### config.mk
export PLATFORM = sky130hd
export DESIGN_NAME = scratch_ram_stack
export DESIGN_NICKNAME = d
export VERILOG_FILES = /design/src/rtl/scratch_pkg.sv /design/src/rtl/scratch_mem.sv /design/src/rtl/scratch_ram_stack.sv
export SDC_FILE = /design/constraint.sdc
export NUM_CORES = 2
export LEC_CHECK = 0
export CORE_MARGIN = 1
export CORE_UTILIZATION = 45
export CTS_CLUSTER_SIZE = 14
export DETAILED_ROUTE_END_ITERATION = 10
export PLACE_DENSITY_LB_ADDON = 0.15
export SYNTH_ARGS = -nofsm -noshare
export SYNTH_HDL_FRONTEND = slang
export SYNTH_HIERARCHICAL = 1
export SYNTH_SLANG_ARGS = --single-unit
### constraint.sdc
create_clock -name CLK -period 11.05 [get_ports CLK]
set_input_delay 1.6575 -clock CLK [delete_from_list [all_inputs] [get_ports CLK]]
set_output_delay 1.6575 -clock CLK [all_outputs]
set_load 0.005 [all_outputs]
### src/rtl/scratch_pkg.sv
// Shared types and default geometry for the RAT MCU scratch RAM with hardware stack.
// Pure declarations; no logic, no latency, no flow control.
package scratch_pkg;

   typedef enum logic {CLEAR, READY} scr_state_t;

   localparam int DEF_DATA_W = 10;
   localparam int DEF_ADDR_W = 8;

endpackage

### src/rtl/scratch_mem.sv
// Scratch storage array: one synchronous write port, one asynchronous read port, no reset.
// Write lands on the rising edge; read is combinational; always accepts.
module scratch_mem
   import scratch_pkg::*;
#(
   parameter int DATA_W = DEF_DATA_W,
   parameter int ADDR_W = DEF_ADDR_W
) (
   input  logic              clk,
   input  logic              we,
   input  logic [ADDR_W-1:0] waddr,
   input  logic [DATA_W-1:0] wdata,
   input  logic [ADDR_W-1:0] raddr,
   output logic [DATA_W-1:0] rdata
);

   localparam int DEPTH = 2**ADDR_W;

   logic [DATA_W-1:0] mem_q [DEPTH];

   always_ff @(posedge clk) begin
      if (we) begin
         mem_q[waddr] <= wdata;
      end
   end

   assign rdata = mem_q[raddr];

endmodule

### src/rtl/scratch_ram_stack.sv
// Scratch RAM with descending hardware stack, occupancy flags, sticky error and post-reset clear.
// Updates on the rising edge, combinational read; every request is dropped while BUSY.
module scratch_ram_stack
   import scratch_pkg::*;
#(
   parameter int DATA_W = DEF_DATA_W,
   parameter int ADDR_W = DEF_ADDR_W
) (
   input  logic              CLK,
   input  logic              RST,
   input  logic [DATA_W-1:0] DATA_IN,
   input  logic [ADDR_W-1:0] SCR_ADDR,
   input  logic              SCR_WE,
   input  logic              PUSH,
   input  logic              POP,
   output logic [DATA_W-1:0] DATA_OUT,
   output logic [ADDR_W-1:0] SP_OUT,
   output logic              EMPTY,
   output logic              FULL,
   output logic              BUSY,
   output logic              ERR
);

   localparam int DEPTH = 2**ADDR_W;

   scr_state_t        state_q, state_d;
   logic [ADDR_W-1:0] clr_addr_q, clr_addr_d;
   logic [ADDR_W-1:0] sp_q, sp_d;
   logic [ADDR_W:0]   count_q, count_d;
   logic              err_q, err_d;

   logic              mem_we;
   logic [ADDR_W-1:0] mem_waddr;
   logic [DATA_W-1:0] mem_wdata;
   logic [ADDR_W-1:0] mem_raddr;
   logic [DATA_W-1:0] mem_rdata;
   logic              empty, full;

   assign empty = (count_q == '0);
   assign full  = (count_q == (ADDR_W+1)'(DEPTH));

   always_comb begin
      state_d    = state_q;
      clr_addr_d = clr_addr_q;
      sp_d       = sp_q;
      count_d    = count_q;
      err_d      = err_q;
      mem_we     = 1'b0;
      mem_waddr  = SCR_ADDR;
      mem_wdata  = DATA_IN;
      case (state_q)
         CLEAR: begin
            mem_we     = 1'b1;
            mem_waddr  = clr_addr_q;
            mem_wdata  = '0;
            clr_addr_d = clr_addr_q + ADDR_W'(1);
            if (clr_addr_q == ADDR_W'(DEPTH - 1)) begin
               state_d = READY;
            end
         end
         READY: begin
            if (PUSH && POP) begin
               err_d = 1'b1;
            end else if (PUSH) begin
               if (full) begin
                  err_d = 1'b1;
               end else begin
                  // Stack grows downward: pre-decrement, so the first push lands at DEPTH-1.
                  mem_we    = 1'b1;
                  mem_waddr = sp_q - ADDR_W'(1);
                  sp_d      = sp_q - ADDR_W'(1);
                  count_d   = count_q + (ADDR_W+1)'(1);
               end
            end else if (POP) begin
               if (empty) begin
                  err_d = 1'b1;
               end else begin
                  sp_d    = sp_q + ADDR_W'(1);
                  count_d = count_q - (ADDR_W+1)'(1);
               end
            end else if (SCR_WE) begin
               mem_we = 1'b1;
            end
         end
         default: state_d = CLEAR;
      endcase
   end

   always_ff @(posedge CLK) begin
      if (RST) begin
         state_q    <= CLEAR;
         clr_addr_q <= '0;
         sp_q       <= '0;
         count_q    <= '0;
         err_q      <= 1'b0;
      end else begin
         state_q    <= state_d;
         clr_addr_q <= clr_addr_d;
         sp_q       <= sp_d;
         count_q    <= count_d;
         err_q      <= err_d;
      end
   end

   // POP reads the current top of stack in the same cycle it is asserted.
   assign mem_raddr = POP ? sp_q : SCR_ADDR;

   scratch_mem #(
      .DATA_W (DATA_W),
      .ADDR_W (ADDR_W)
   ) u_mem (
      .clk   (CLK),
      .we    (mem_we),
      .waddr (mem_waddr),
      .wdata (mem_wdata),
      .raddr (mem_raddr),
      .rdata (mem_rdata)
   );

   assign DATA_OUT = (state_q == CLEAR) ? '0 : mem_rdata;
   assign SP_OUT   = sp_q;
   assign EMPTY    = empty;
   assign FULL     = full;
   assign BUSY     = (state_q == CLEAR);
   assign ERR      = err_q;

endmodule

==> impl_metrics.env <==
export IMPL_async_reset_ff_share_pct=0
export IMPL_mostFrequentLayoutCells="2560 x edfxtp_1, 495 x mux4_2, 318 x nor2_1"
export IMPL_numCtsBuffers=287
export IMPL_routed_via_density=6.14
export IMPL_cp_max_fo=46
export IMPL_drc=0
export IMPL_crit_path_end_kind="primary output"
export IMPL_grt_pass1_wl_um=381000
export IMPL_pwr_density_cell_nw_per_um2=177
export IMPL_path_buf_inv=4
export IMPL_area_delta_synth_final_pct=12.1
export IMPL_max_cap_violations=0
export IMPL_syn_area_per_cell_um2=20.6
export IMPL_clk_pin_slew_worst_paths_ns=0.05
export IMPL_fin_util_pct=50.9
export IMPL_grt_use_total_pct=23.5
export IMPL_irDropWorstVdd_v=0.000180
export IMPL_ys_warn_count=6
export IMPL_antenna_found_initial=12
export IMPL_placed_area_um2=105000
export IMPL_p_leak_nw=40.7
export IMPL_netlist_area_um2=101000
export IMPL_gp_congestion=0.833
export IMPL_clock_sinks=2587
export IMPL_grt_max_degree=202
export IMPL_dp_hpwl_um=164000
export IMPL_skew_ns=0.0440
export IMPL_layout_commonest_cell="edfxtp_1"
export IMPL_worst_pin_slew_ns=1.38
export IMPL_initial_core_util_pct=45.4
export IMPL_synth_ff_type="edfxtp_1"
export IMPL_die_h_um=476
export IMPL_cts_resized=0
export IMPL_die_area_um2=227000
export IMPL_fp_row_count=173
export IMPL_cp_start_kind="primary input"
export IMPL_drtPass1Iterations=6
export IMPL_ant_nets=0
export IMPL_drive_gt1_share_pct=20.0
export IMPL_slew_viol_final=0
export IMPL_setup_worst_path_class="in2out"
export IMPL_yosys_area_share_adder_pct=0.143
export IMPL_place_ws_ns=1.58
export IMPL_cts_root_buffer="clkbuf_16"
export IMPL_fin_crit_sh_pct=86.8
export IMPL_cpPeakStageDelay_ns=1.07
export IMPL_yosysUniqueCellTypes=70
export IMPL_rsz0062_at_grt="no"
export IMPL_min_path_type="reg2reg"
export IMPL_crit_chain="clkdlybuf4s50_1, mux2_2, buf_4, nor2b_4, buf_4, a22oi_1, a21o_1, o21ai_0, o32ai_1, nor3_1, and2_1, clkdlybuf4s50_1"
export IMPL_synth_nets=4940
export IMPL_core_area_um2=223000
export IMPL_grt_ovfl_total=0
export IMPL_yosysTopAreaCell="edfxtp_1"
export IMPL_netlist_top_cells_area="edfxtp_1 76%, mux4_2 11%, mux2i_1 2.1%"
export IMPL_crit_required_ns=9.39
export IMPL_nNetsFinal=5124
export IMPL_netlist_area_leader_share_pct=76.0
export IMPL_ioPinCount=45
export IMPL_cts_tree="yes"
export IMPL_fillers=17800
export IMPL_synthSimpleGateAreaFrac_pct=2.90
export IMPL_design_area_um2=114000
export IMPL_io_buffers=44
export IMPL_routed_via_count=50800
export IMPL_clkLatencyLatePin_ns=0.91
export IMPL_synth_top_family_by_area="multiplexers"
export IMPL_dieWidth_um=476
export IMPL_hold_viol=0
export IMPL_post_cts_buffers=0
export IMPL_wl_per_cell_um=32.5
export IMPL_finalSetupTns_ns=0
export IMPL_synth_xor_area_share_pct=0.138
export IMPL_cts_hold_buf=0
export IMPL_ys_ff_latch=2587
export IMPL_drt_iter0_markers=6160
export IMPL_setup_viol=0
export IMPL_fmax_mhz=104
export IMPL_synth_compound_area_share_pct=4.02
export IMPL_period_needed_ns=9.60
export IMPL_crit_arrival_ns=7.94
export IMPL_synth_cells=4906
export IMPL_yosysSeqAreaShare_pct=76.5
export IMPL_clk_path_buf_depth=4
export IMPL_slew_headroom_pct=7.37
export IMPL_status="finished, final reports clean"
export IMPL_drt_wl_total_um=269000
export IMPL_synth_edf_count=2560
export IMPL_muxShareOfSynthArea_pct=14.3
export IMPL_cp_top_family="buffers and inverters"
export IMPL_layout_setup_ws_ns=1.45
export IMPL_worst_path_max_delay_cell="nor2b_4"
export IMPL_grt_pass1_vias=49700
export IMPL_h_tree_depth=5
synthesized netlist by cell type, types with 11 or more instances:
master,n
a211oi_1,17
a21o_1,11
a21oi_1,130
a221oi_1,16
a22o_1,13
a22oi_1,192
a31oi_1,13
and2_1,23
buf_1,20
buf_12,16
buf_2,52
buf_4,32
buf_6,26
buf_8,16
clkbuf_1,140
dfxtp_1,27
edfxtp_1,2560
inv_1,11
mux2i_1,217
mux4_1,41
mux4_2,495
nand2_1,63
nand2b_1,15
nand3_1,45
nand4_1,15
nor2_1,320
nor2b_1,28
nor3_1,35
nor4_1,30
o21a_1,11
o21ai_0,28
o221ai_1,40
o22ai_1,58
o32ai_1,11
or3_1,11
cell families after synthesis:
logic type / Yosys count
xor+xnor: 16
simple gates: 627
fa+ha+maj: 11
buf+inv: 315
mux: 763
compound gates: 587
flops: 2587
metrics by stage:
step	cells	total power, W	hold slack, ns
3_5_place_dp	7776	0.0114	0.473
4_1_cts	8260	0.0202	0.486
6_report	8263	0.0201	0.481
5_1_grt	8261	0.0206	0.527
3_3_place_gp	7776	0.0114	0.451
2_1_floorplan	4906	0.0112	0.459
layout make-up:
cell class	instances	area [um^2]	area share (%)
clock inverter	122	916	0.807
sequential	2587	77400	68.2
inverter	12	45.0	0.0397
multi-input combinational	2004	21900	19.3
tap	2975	3720	3.28
antenna	3	7.51	0.00661
timing repair buffer	198	1830	1.62
clock buffer	362	7630	6.73
sequential cells by signal, indices dropped and copies added (netlist names):
name	cells
clr_addr_q	8
SP_OUT	8
state_q	1
ERR	1
u_mem/mem_q	2560
count_q	9
path summary, 6_finish.rpt:
check,start,to,slack (ns),depth (start not counted)
setup reg to reg,count_q[4],u_mem/mem_q[213][4],5.30,8
hold reg to reg,ERR,ERR,0.48,2
hold / removal,ERR,ERR,0.48,2
setup / recovery,POP,DATA_OUT[3],1.45,12
tightest hold or removal path, stage by stage, from the launching register on:
cell	delay, ns
dfxtp_1	0.33
a21oi_1	0.04
nor2_1	0.07
per-layer routing:
| metal | global-route usage, % | routed length (um) | up-vias |
|---|---|---|---|
| met5 | 0 | 40 | - |
| met4 | 6.44 | 7310 | 6 |
| met3 | 4.38 | 20400 | 430 |
| met2 | 36.4 | 127000 | 2071 |
| met1 | 34.3 | 115000 | 27300 |
| li1 | - | - | 20900 |
power by group:
group	switching, W	total [W]	internal, W
combinational	0.000396	0.000577	0.000182
sequential	0.00000365	0.0106	0.0106
clock	0.00369	0.00887	0.00518
total	0.00409	0.0201	0.0160
No activity file was read; power rests on OpenSTA's default activity.
